==> src/rtl/if_pc_sumador.sv <==
// Instruction-fetch PC incrementer: combinational PC+INCR plus a registered copy with valid/carry flags.
// Latency: o_PC_4 is combinational (0 cycles); o_PC_4_reg/o_valid/o_carry update 1 cycle after an enable edge.
// Backpressure: none; i_enable low stalls (holds) the registered outputs, i_flush clears them and overrides enable.
// Optional macro SUM_CARRY_EN: when defined, o_carry records the wrap-around of the captured sum; otherwise it is tied 0.
module if_pc_sumador #(
  parameter int unsigned NB_PC = 32,
  parameter int unsigned INCR  = 4
) (
  input  logic             i_clk,
  input  logic             i_reset,
  input  logic [NB_PC-1:0] i_PC,
  input  logic             i_enable,
  input  logic             i_flush,
  output logic [NB_PC-1:0] o_PC_4,
  output logic [NB_PC-1:0] o_PC_4_reg,
  output logic             o_valid,
  output logic             o_carry
);

  // Increment constant sized to the PC so the add never widens implicitly.
  localparam logic [NB_PC-1:0] INCR_V = NB_PC'(INCR);

  logic [NB_PC-1:0] pc_sum;

`ifdef SUM_CARRY_EN
  // One extra bit keeps the carry out of the MSB for the wrap flag.
  logic [NB_PC:0] pc_sum_ext;
  logic           carry_q;

  // Widened adder: low bits are the wrapped next PC, top bit is the wrap indication.
  always_comb begin
    pc_sum_ext = {1'b0, i_PC} + {1'b0, INCR_V};
    pc_sum     = pc_sum_ext[NB_PC-1:0];
  end

  // Wrap flag follows the same clear/capture/hold rules as the registered PC.
  always_ff @(posedge i_clk or posedge i_reset) begin
    if (i_reset) begin
      carry_q <= 1'b0;
    end else if (i_flush) begin
      carry_q <= 1'b0;
    end else if (i_enable) begin
      carry_q <= pc_sum_ext[NB_PC];
    end
  end

  assign o_carry = carry_q;
`else
  // Plain modulo-2^NB_PC adder; the carry out is simply dropped.
  always_comb begin
    pc_sum = i_PC + INCR_V;
  end

  assign o_carry = 1'b0;
`endif

  // Sequential next PC for the next-PC mux, independent of clock and control.
  assign o_PC_4 = pc_sum;

  // IF/ID copy of PC+INCR: reset and flush clear it, enable captures, otherwise it holds.
  always_ff @(posedge i_clk or posedge i_reset) begin
    if (i_reset) begin
      o_PC_4_reg <= '0;
      o_valid    <= 1'b0;
    end else if (i_flush) begin
      o_PC_4_reg <= '0;
      o_valid    <= 1'b0;
    end else if (i_enable) begin
      o_PC_4_reg <= pc_sum;
      o_valid    <= 1'b1;
    end
  end

endmodule

==> config.mk <==
export PLATFORM = sky130hd
export DESIGN_NAME = if_pc_sumador
export DESIGN_NICKNAME = d
export VERILOG_FILES = /design/src/rtl/if_pc_sumador.sv
export SDC_FILE = /design/constraint.sdc
export NUM_CORES = 1
export LEC_CHECK = 0
export CAP_MARGIN = 5
export CELL_PAD_IN_SITES_DETAIL_PLACEMENT = 1
export CELL_PAD_IN_SITES_GLOBAL_PLACEMENT = 2
export CORE_MARGIN = 2
export CORE_UTILIZATION = 20
export DETAILED_ROUTE_END_ITERATION = 12
export GPL_TIMING_DRIVEN = 0
export PLACE_DENSITY_LB_ADDON = 0.1
export SLEW_MARGIN = 20
export SYNTH_ARGS = -nofsm -noshare
export SYNTH_HDL_FRONTEND = slang
export SYNTH_SLANG_ARGS = --single-unit
==> constraint.sdc <==
create_clock -name i_clk -period 2.2 [get_ports i_clk]
set_input_delay 0.44 -clock i_clk [delete_from_list [all_inputs] [get_ports i_clk]]
set_output_delay 0.44 -clock i_clk [all_outputs]
set_load 0.01 [all_outputs]
* After elaboration in Yosys (flattened, before gate mapping) *
Index checks and enable logic that the tools add are counted.

word-level totals
  logic and storage cells = 8
  bits of input ports = 36
  register bits = 33

operators by class
  mux-type cells = 4
  add/subtract/negate cells = 1
  reductions and logical operators = 1

operators with widths
  operator                                       number
  two-way mux 32 bit                             2
  adder 32 x 3 -> 32 bit, second input constant  1
  two-way mux 1 bit                              2
  nonzero test 2 bit                             1

* Depth between registers and ports, before layout *
Gate-level depths: netlist (run 1).

  word-level depth = 3
  depth in mapped cells = 6

* Least setup slack after synthesis (run 1) *
Ideal clock, no wire load.

  kind = input port to output port
  start point = input port i_PC[18]
  end point = output port o_PC_4[27]
  required time = 1760 ps
  stages = 6
  path slack = -147 ps
  data arrival time = 1907 ps
  path buffers = 2
  cell sequence = buf_4 > clkinvlp_2 > or4_4 > buf_6 > or4_4 > nand2_1

on the way
  longest elaborated chain between the ends = 1

ends and longest elaborated chain
  what                    line  RTL
  start, declared         11    input logic [NB_PC-1:0] i_PC,
  adder 32 x 3 -> 32 bit  51    pc_sum = i_PC + INCR_V;
  end, declared           14    output logic [NB_PC-1:0] o_PC_4,

Every way passes these cells.

* Final worst setup path (run 1) *
  start point = input port i_PC[22]
  end point = output port o_PC_4[31]

Same word-level chain as after synthesis.

==> flow_metrics.env, run 1 <==
export IMPL_rsz0062_at_grt="yes"
export IMPL_startpoint="i_PC[22]"
export IMPL_vias_per_cell=4.59
export IMPL_syn_nets=275
export IMPL_synth_ff_type="dfrtp_1"
export IMPL_worstPathRequired_ns=1.76
export IMPL_r2r_start="o_PC_4_reg[18]"
export IMPL_hold_violations=0
export IMPL_syn2layout_area_growth_pct=97.3
export IMPL_cp_end_kind="output port"
export IMPL_peakVddDrop_mv=0.237
export IMPL_grt_pass1_vias=2456
export IMPL_synth_seq_cells=33
export IMPL_grt_max_degree=23
export IMPL_p_leak_nw=1.78
export IMPL_powerDensity_nw_per_um2=424
export IMPL_whs_ns=0.423
export IMPL_drt_first_pass_iters=4
export IMPL_cts_sinks=33
export IMPL_maxSlewHeadroom_pct=51.4
export IMPL_gp_congestion=0.769
export IMPL_clk_pin_slew_ns=0.07
export IMPL_worst_clock_skew_ns=0
export IMPL_fp_dieW_um=105
export IMPL_clock_latency_ns=0.29
export IMPL_syn_cell_area_um2=2050
export IMPL_root_buffer="clkbuf_8"
export IMPL_start_util_pct=20.8
export IMPL_synth_cells=238
export IMPL_antenna_left=0
export IMPL_coreArea_um2=9860
export IMPL_drc_errors=0
export IMPL_finalMaxSlewViolations=0
export IMPL_crit_arrival_ns=2.08
export IMPL_max_freq_ghz=0.397
export IMPL_grt_antenna_before_repair=0
export IMPL_timing_final_crit_share_pct=114
export IMPL_cts_buffer_depth=2
export IMPL_synth_top_cell_area_share_pct=40.2
export IMPL_critPathKind="in -> out"
export IMPL_grt_pass1_wl_mm=13.9
export IMPL_drive_gt1_share_pct=41.2
export IMPL_synth_seq_area_share_pct=40.2
export IMPL_violations="setup timing"
export IMPL_synth_cell_types=34
export IMPL_vias=2404
export IMPL_largest_reg_flops=32
export IMPL_drt_iter0_markers=55
export IMPL_h_tree_depth=2
export IMPL_totalWireLength_mm=9.01
export IMPL_numCtsBuffers=5
export IMPL_fillers=1123
export IMPL_period_minus_slack_ns=2.52
export IMPL_portBuffers=97
export IMPL_hold_path_class="in -> async"
export IMPL_post_place_cells=469
export IMPL_synth_edf_count=0
export IMPL_tightest_slew_ns=0.728
export IMPL_synthTopCellsByArea="dfrtp_1 40%, nor2_1 8.0%, a311oi_1 5.5%, xnor2_1 3.8%, mux2i_1 3.4%"
export IMPL_async_flop_share_pct=100
export IMPL_yosysWarningCount=0
export IMPL_ios=102
export IMPL_fin_ws_ns=-0.317
export IMPL_r2r_setup_slack_ns=1.28
export IMPL_setup_viol_count_final=8
export IMPL_maxCapViolations=0
export IMPL_syn_avg_cell_area_um2=8.63
export IMPL_die_area_um2=11100
export IMPL_synth_top_area_cell="dfrtp_1"
export IMPL_row_count=36
export IMPL_cts_tree="done"
export IMPL_die_h_um=105
export IMPL_fin_nets=427
export IMPL_grt_total_usage_pct=16.0
export IMPL_final_cell_count_no_fill=524
export IMPL_cp_max_fo=3
export IMPL_start_kind="input pin"
export IMPL_hpwl_mm=6.42
export IMPL_avgRoutedWirePerCell_um=17.2
export IMPL_grt_overflow=0
export IMPL_n_antenna_cell=0
export IMPL_status="finished with violations"
## where the power goes
group	switching (mW)	internal, mW	leakage, nW	total (mW)
clock network	0.248	0.283	0.0542	0.532
registers	0.0218	0.646	0.430	0.668
logic	0.251	0.265	1.30	0.517
total	0.522	1.19	1.78	1.72
## worst max-delay path: stages
cell	delay [ns]
buf_6	0.07
nand4_1	0.17
or4_4	0.59
buf_6	0.14
or4_4	0.47
nand2_1	0.08
buf_2	0.12
## cells in the mapped netlist (2+ instances only)
cell	count
o21a_1	8
mux2i_1	7
or3_1	6
nand4_1	10
o21ai_1	3
nand3_1	12
a31o_2	2
or4_4	2
or4_1	6
and4_1	6
inv_1	8
nand2_1	18
nor3_1	3
xnor2_1	9
and3_1	3
nor2_1	44
o31ai_1	5
a311oi_1	13
a211oi_1	3
buf_4	4
clkbuf_1	12
dfrtp_1	33
nor4_1	3
o21ai_0	3
xor2_1	6
## routing by layer
metal | routed length (um) | track usage, % | vias to the layer above
met5 | 0 | 0 | -
met4 | 109 | 4.00 | 0
met3 | 420 | 2.97 | 8
li1 | - | - | 1159
met1 | 4250 | 22.4 | 1177
met2 | 4230 | 25.4 | 60
## cell families (layout without fill, tap and decap cells)
logic type / count (synthesis) / in the layout / share of synthesized area, %
AO/OA/AOI/OAI: 38 / 38 / 14.1
XOR/XNOR: 15 / 15 / 6.40
adder cells (fa/ha/maj): 1 / 1 / 0.609
buffers and inverters: 26 / 179 / 5.91
flip-flops: 33 / 33 / 40.2
multiplexers: 7 / 7 / 3.41
other: 1 / 1 / 0.183
AND/OR/NAND/NOR: 117 / 117 / 29.1
## layout make-up
| class | instances | area (um2) | share of cell area [%] |
|---|---|---|---|
| buffer | 16 | 97.6 | 2.41 |
| clock buffer | 7 | 96.3 | 2.38 |
| clock inverter | 1 | 5.00 | 0.124 |
| inverter | 9 | 35.0 | 0.865 |
| multi-input combinational | 179 | 1460 | 36.1 |
| sequential | 33 | 826 | 20.4 |
| tap | 133 | 166 | 4.11 |
| timing repair buffer | 146 | 1360 | 33.6 |
## stage by stage
step	cell area [um2]	setup TNS [ns]	setup slack, ns	util, %	total power [mW]
finish	4050	-1.96	-0.317	41.1	1.72
global route	4050	-2.51	-0.389	41.1	1.81
CTS	3760	-2.18	-0.342	38.1	1.71
detailed placement	3250	-31.53	-1.34	33.0	1.15
global placement	3230	-30.96	-1.33	32.8	1.15
floorplan	2090	-0.0547	-0.0547	-	0.864
## worst paths after layout
| path | endpoint | depth (start not counted) |
|---|---|---|
| max | o_PC_4[31] | 7 |
| min | o_PC_4_reg[12] | 2 |
| max reg2reg | o_PC_4_reg[18] | 2 |
| min reg2reg | o_valid | 2 |
| max in group asynchronous | o_PC_4_reg[26] | 3 |
| min in group i_clk | o_PC_4_reg[2] | 4 |
## cell usage in the layout, fill, tap and decap left out, types with 8 or more instances in the layout
cell / instances
a311oi_1: 12
buf_4: 43
buf_6: 32
clkbuf_1: 10
clkdlybuf4s50_1: 45
dfrtp_1: 33
dlygate4sd2_1: 10
nand2_1: 8
nand2_2: 8
nand3_1: 8
nand4_1: 10
nor2_1: 44
o21a_1: 8
or4_4: 8
## what timing repair did
item	CTS	global route
setup buffers	35	15
resized for setup	227	67
endpoints found under the hold margin	0	0
hold buffers	0	0
cloned	1	0
setup endpoints to repair	41	20
pin swaps	28	14
Note: power is estimated with default switching activity, not from simulation.
==> run 2: changes to the inputs <==
--- a/config.mk
+++ b/config.mk
@@ -12,6 +12,7 @@
 export CORE_UTILIZATION = 20
 export DETAILED_ROUTE_END_ITERATION = 12
 export GPL_TIMING_DRIVEN = 0
+export MAX_ROUTING_LAYER = met4
 export PLACE_DENSITY_LB_ADDON = 0.1
 export SLEW_MARGIN = 20
 export SYNTH_ARGS = -nofsm -noshare
==> run 2 against run 1 <==
Against the previous run:
- the flow still finishes with violations (setup timing)
- combinational power is essentially flat
- die area is the same
- utilization grew 0.076 points
- routed wire length shrank 0.33%
- setup slack lost 0.0098 ns
- clock skew is the same
- via count shrank 0.54%
- largest power group unchanged
- highest routed layer unchanged
==> flow_metrics.env, run 2 (synthesized netlist as in run 1, its figures left out) <==
export IMPL_route_met3_wl_um=391
export IMPL_fin_tns_setup_ns=-1.98
export IMPL_grt_pass1_wl_mm=13.9
export IMPL_period_minus_slack_ns=2.53
export IMPL_cts_tree="done"
export IMPL_timing_final_crit_share_pct=115
export IMPL_hpwl_mm=6.42
export IMPL_final_common_cell="clkdlybuf4s50_1"
export IMPL_coreArea_um2=9860
export IMPL_gp_congestion=0.779
export IMPL_final_area_um2=4060
export IMPL_wl_met2_mm=4.23
export IMPL_drc_errors=0
export IMPL_violations="setup timing"
export IMPL_largest_reg_flops=32
export IMPL_fillers=1124
export IMPL_ff2ff_path_depth=2
export IMPL_fin_nets=427
export IMPL_layout_common_cells="45 x clkdlybuf4s50_1, 44 x nor2_1, 43 x buf_4, 33 x dfrtp_1, 32 x buf_6"
export IMPL_grt_overflow=0
export IMPL_hold_buffers=0
export IMPL_top_layer_used="met4"
export IMPL_antenna_left=0
export IMPL_n_antenna_cell=0
export IMPL_hold_path_class="in -> async"
export IMPL_r2r_setup_slack_ns=1.29
export IMPL_powerDensity_nw_per_um2=423
export IMPL_vias=2391
export IMPL_die_area_um2=11100
export IMPL_grt_max_degree=23
export IMPL_die_h_um=105
export IMPL_drt_first_pass_iters=4
export IMPL_totalWireLength_mm=8.98
export IMPL_peakVddDrop_mv=0.234
export IMPL_wl_met1_mm=4.26
export IMPL_total_power_mw=1.72
export IMPL_r2r_start="o_PC_4_reg[18]"
export IMPL_avgRoutedWirePerCell_um=17.1
export IMPL_worst_clock_skew_ns=0
export IMPL_row_count=36
export IMPL_drt_iter0_markers=42
export IMPL_rsz0062_at_grt="yes"
export IMPL_placed_cell_area_um2=3250
export IMPL_fp_dieW_um=105
export IMPL_grt_total_usage_pct=16.5
export IMPL_portBuffers=97
export IMPL_worstPathRequired_ns=1.76
export IMPL_h_tree_depth=2
export IMPL_cp_max_fo=3
export IMPL_maxSlewHeadroom_pct=51.3
export IMPL_root_buffer="clkbuf_8"
export IMPL_clock_latency_ns=0.29
export IMPL_setup_viol_count_final=8
export IMPL_status="finished with violations"
export IMPL_maxCapViolations=0
export IMPL_crit_arrival_ns=2.09
export IMPL_clk_pin_slew_ns=0.07
export IMPL_start_util_pct=20.8
export IMPL_tightest_slew_ns=0.730
export IMPL_cp_end_kind="output port"
export IMPL_syn2layout_area_growth_pct=97.6
export IMPL_cts_sinks=33
export IMPL_critPathKind="in -> out"
export IMPL_max_freq_ghz=0.396
export IMPL_fin_ws_ns=-0.327
export IMPL_p_leak_nw=1.78
export IMPL_grt_pass1_vias=2466
export IMPL_cts_buffer_depth=2
export IMPL_start_kind="input pin"
export IMPL_vias_per_cell=4.56
export IMPL_grt_antenna_before_repair=0
export IMPL_drive_gt1_share_pct=41.2
export IMPL_finalMaxSlewViolations=0
export IMPL_ios=102
export IMPL_hold_violations=0
export IMPL_numCtsBuffers=5
export IMPL_r2r_end="o_PC_4_reg[18]"
-- run 2: what timing repair did --
| action | in CTS | in global routing |
|---|---|---|
| hold endpoints to repair | 0 | 0 |
| pin swaps | 28 | 15 |
| setup endpoints to repair | 41 | 20 |
| cloned | 1 | 0 |
| gates resized for setup | 227 | 68 |
| buffers inserted | 35 | 15 |
-- run 2: layout make-up --
type | count | area (um2) | share of cell area [%]
Buffer | 16 | 97.6 | 2.41
Clock buffer | 7 | 96.3 | 2.37
Clock inverter | 1 | 5.00 | 0.123
Inverter | 9 | 35.0 | 0.863
Multi-Input combinational cell | 179 | 1470 | 36.2
Sequential cell | 33 | 826 | 20.4
Tap cell | 133 | 166 | 4.10
Timing Repair Buffer | 146 | 1360 | 33.5
-- run 2: per-layer routing --
metal	global-route usage, %	vias up
met5	-	-
li1	-	1160
met1	22.4	1163
met4	4.00	0
met3	2.84	8
met2	25.4	60
-- run 2: how the worst max path moves through the flow --
stage / start / to / cells after the start
finish: i_PC[22] / o_PC_4[31] / 7
global route: i_PC[22] / o_PC_4[31] / 7
CTS: i_PC[22] / o_PC_4[31] / 7
detailed placement: i_PC[6] / o_PC_4[31] / 8
global placement: i_PC[6] / o_PC_4[31] / 8
floorplan: i_PC[18] / o_PC_4[27] / 6
-- run 2: through the flow --
step                      setup slack (ns)  instances  hold WS, ns  util [%]
after floorplan                    -0.0547        238        0.525         -
after global placement               -1.33        468        0.487      32.8
after detailed placement             -1.34        469        0.494      33.0
after CTS                           -0.342        512        0.424      38.1
after global routing                -0.391        524        0.443      41.1
final                               -0.327        524        0.423      41.1
-- run 2: worst max-delay path, stage by stage --
cell,delay [ns]
buf_6,0.07
nand4_1,0.18
or4_4,0.59
buf_6,0.14
or4_4,0.47
nand2_1,0.08
buf_2,0.12
-- run 2: where the power goes --
group / switching (mW) / internal (mW)
Sequential: 0.0217 / 0.646
Combinational: 0.252 / 0.266
Clock: 0.248 / 0.283
Total: 0.522 / 1.20
==> run 3: changes to the inputs <==
--- a/config.mk
+++ b/config.mk
@@ -7,9 +7,9 @@
 export LEC_CHECK = 0
 export CAP_MARGIN = 5
 export CELL_PAD_IN_SITES_DETAIL_PLACEMENT = 1
-export CELL_PAD_IN_SITES_GLOBAL_PLACEMENT = 2
+export CELL_PAD_IN_SITES_GLOBAL_PLACEMENT = 1
 export CORE_MARGIN = 2
-export CORE_UTILIZATION = 20
+export CORE_UTILIZATION = 26
 export DETAILED_ROUTE_END_ITERATION = 12
 export GPL_TIMING_DRIVEN = 0
 export MAX_ROUTING_LAYER = met4
==> run 3 against run 2 <==
Against the previous run:
- the flow still finishes with violations (setup timing)
- clock power is 9.0% lower
- clock-buffer cell count stayed put
- setup slack better by 0.063 ns
- critical path depth stayed put
- design area is 4.1% lower
- largest cell class is now buffers
==> flow_metrics.env, run 3 (synthesized netlist as in run 1, its figures left out) <==
export IMPL_drc_errors=0
export IMPL_grt_pass1_vias=2604
export IMPL_drt_first_pass_iters=4
export IMPL_portBuffers=97
export IMPL_postLayoutCoreUtil_pct=50.6
export IMPL_drt_iter0_markers=35
export IMPL_fin_ws_ns=-0.263
export IMPL_tightest_slew_ns=0.740
export IMPL_start_kind="input pin"
export IMPL_vias_per_cell=4.99
export IMPL_die_area_um2=8620
export IMPL_worstPathRequired_ns=1.76
export IMPL_period_minus_slack_ns=2.46
export IMPL_syn2layout_area_growth_pct=89.5
export IMPL_numCtsBuffers=5
export IMPL_cp_end_kind="output port"
export IMPL_hold_violations=0
export IMPL_violations="setup timing"
export IMPL_grt_max_degree=19
export IMPL_h_tree_depth=2
export IMPL_hpwl_mm=5.87
export IMPL_powerDensity_nw_per_um2=429
export IMPL_row_count=32
export IMPL_cp_max_fo=4
export IMPL_cts_sinks=33
export IMPL_max_freq_ghz=0.406
export IMPL_cts_tree="done"
export IMPL_finalMaxSlewViolations=0
export IMPL_ios=102
export IMPL_die_h_um=92.9
export IMPL_post_place_cells=438
export IMPL_ff2ff_path_depth=2
export IMPL_worst_clock_skew_ns=0
export IMPL_gp_congestion=0.793
export IMPL_cts_buffer_depth=2
export IMPL_grt_total_usage_pct=20.1
export IMPL_clk_pin_slew_ns=0.07
export IMPL_netSwitchingFraction_pct=30.1
export IMPL_fin_nets=416
export IMPL_start_util_pct=26.7
export IMPL_timing_final_crit_share_pct=112
export IMPL_final_common_cell="clkdlybuf4s50_1"
export IMPL_switchingPower_uw=503
export IMPL_avgRoutedWirePerCell_um=17.5
export IMPL_p_leak_nw=1.70
export IMPL_grt_antenna_before_repair=0
export IMPL_r2r_start="o_PC_4_reg[18]"
export IMPL_antenna_left=0
export IMPL_clock_latency_ns=0.28
export IMPL_critPathKind="in -> out"
export IMPL_setup_viol_count_final=10
export IMPL_startpoint="i_PC[20]"
export IMPL_hold_path_class="in -> async"
export IMPL_rsz0062_at_grt="yes"
export IMPL_grt_pass1_wl_mm=13.1
export IMPL_crit_arrival_ns=2.02
export IMPL_coreArea_um2=7690
export IMPL_sequentialPowerShare_pct=40.1
export IMPL_fp_dieW_um=92.9
export IMPL_largest_reg_flops=32
export IMPL_root_buffer="clkbuf_8"
export IMPL_totalWireLength_mm=8.43
export IMPL_layout_common_cells="46 x clkdlybuf4s50_1, 44 x nor2_1, 33 x buf_4, 33 x dfrtp_1, 31 x buf_6"
export IMPL_final_cell_count_no_fill=481
export IMPL_multi_input_area_um2=1400
export IMPL_hold_buffers=0
export IMPL_dpl_worst_slack_ns=-1.29
export IMPL_clockPowerShare_pct=28.9
export IMPL_drive_gt1_share_pct=37.2
export IMPL_peakVddDrop_mv=0.239
export IMPL_vias=2399
export IMPL_total_power_mw=1.67
export IMPL_status="finished with violations"
export IMPL_maxSlewHeadroom_pct=50.7
export IMPL_maxCapViolations=0
export IMPL_grt_overflow=0
export IMPL_register_area_um2=826
export IMPL_n_antenna_cell=0
export IMPL_p_int_mw=1.17
export IMPL_p_comb_share_pct=31.0
export IMPL_fillers=902
export IMPL_r2r_setup_slack_ns=1.27
export IMPL_r2r_end="o_PC_4_reg[18]"
-- run 3: layout make-up --
class	count	area share [%]
buffer	16	2.51
clock buffer	7	2.22
inverter	9	0.901
multi-input combinational	179	35.9
sequential	33	21.2
tap	102	3.28
timing repair buffer	135	34.0
-- run 3: how the worst max path moves through the flow --
stage                 end  slack, ns  depth (start not counted)
3_5_place_dp   o_PC_4[31]      -1.29                          8
4_1_cts        o_PC_4[27]      -0.30                          7
2_1_floorplan  o_PC_4[27]      -0.05                          6
5_1_grt        o_PC_4[30]      -0.29                          7
3_3_place_gp   o_PC_4[31]      -1.28                          8
6_report       o_PC_4[30]      -0.26                          7
-- run 3: worst max-delay path, stage by stage --
cell     delay (ns)
buf_8          0.08
nand4_1        0.17
or4_4          0.49
buf_6          0.14
or4_4          0.52
nand2_2        0.09
buf_6          0.10
-- run 3: layer usage --
metal	GRT usage, %	vias up	part of all wire [%]
li1	-	1141	-
met1	23.5	1179	43
met2	34.8	64	51
met3	3.91	15	4.1
met4	6.13	0	1.9
met5	-	-	0
-- run 3: power by group through the flow --
stage | Clock, mW | Combinational (mW) | Sequential (mW)
finish | 0.483 | 0.518 | 0.669
global route | 0.531 | 0.561 | 0.673
CTS | 0.500 | 0.488 | 0.669
detailed placement | 0 | 0.468 | 0.680
global placement | 0 | 0.459 | 0.679
floorplan | 0 | 0.166 | 0.697
-- run 3: what timing repair did --
| action | in CTS | in global routing |
|---|---|---|
| gates cloned | 2 | 0 |
| hold endpoints to repair | 0 | 0 |
| setup endpoints to repair | 40 | 18 |
| buffers inserted | 26 | 9 |
| pin swaps | 22 | 21 |
| gates resized for setup | 220 | 56 |
-- run 3: metrics by stage --
stage | cell area (um2) | TNS [ns] | hold WS [ns]
2_1_floorplan | 2090 | -0.0547 | 0.525
3_3_place_gp | 3190 | -29.32 | 0.489
3_5_place_dp | 3220 | -30.08 | 0.507
4_1_cts | 3630 | -2.34 | 0.474
5_1_grt | 3890 | -2.25 | 0.506
6_report | 3890 | -1.80 | 0.469
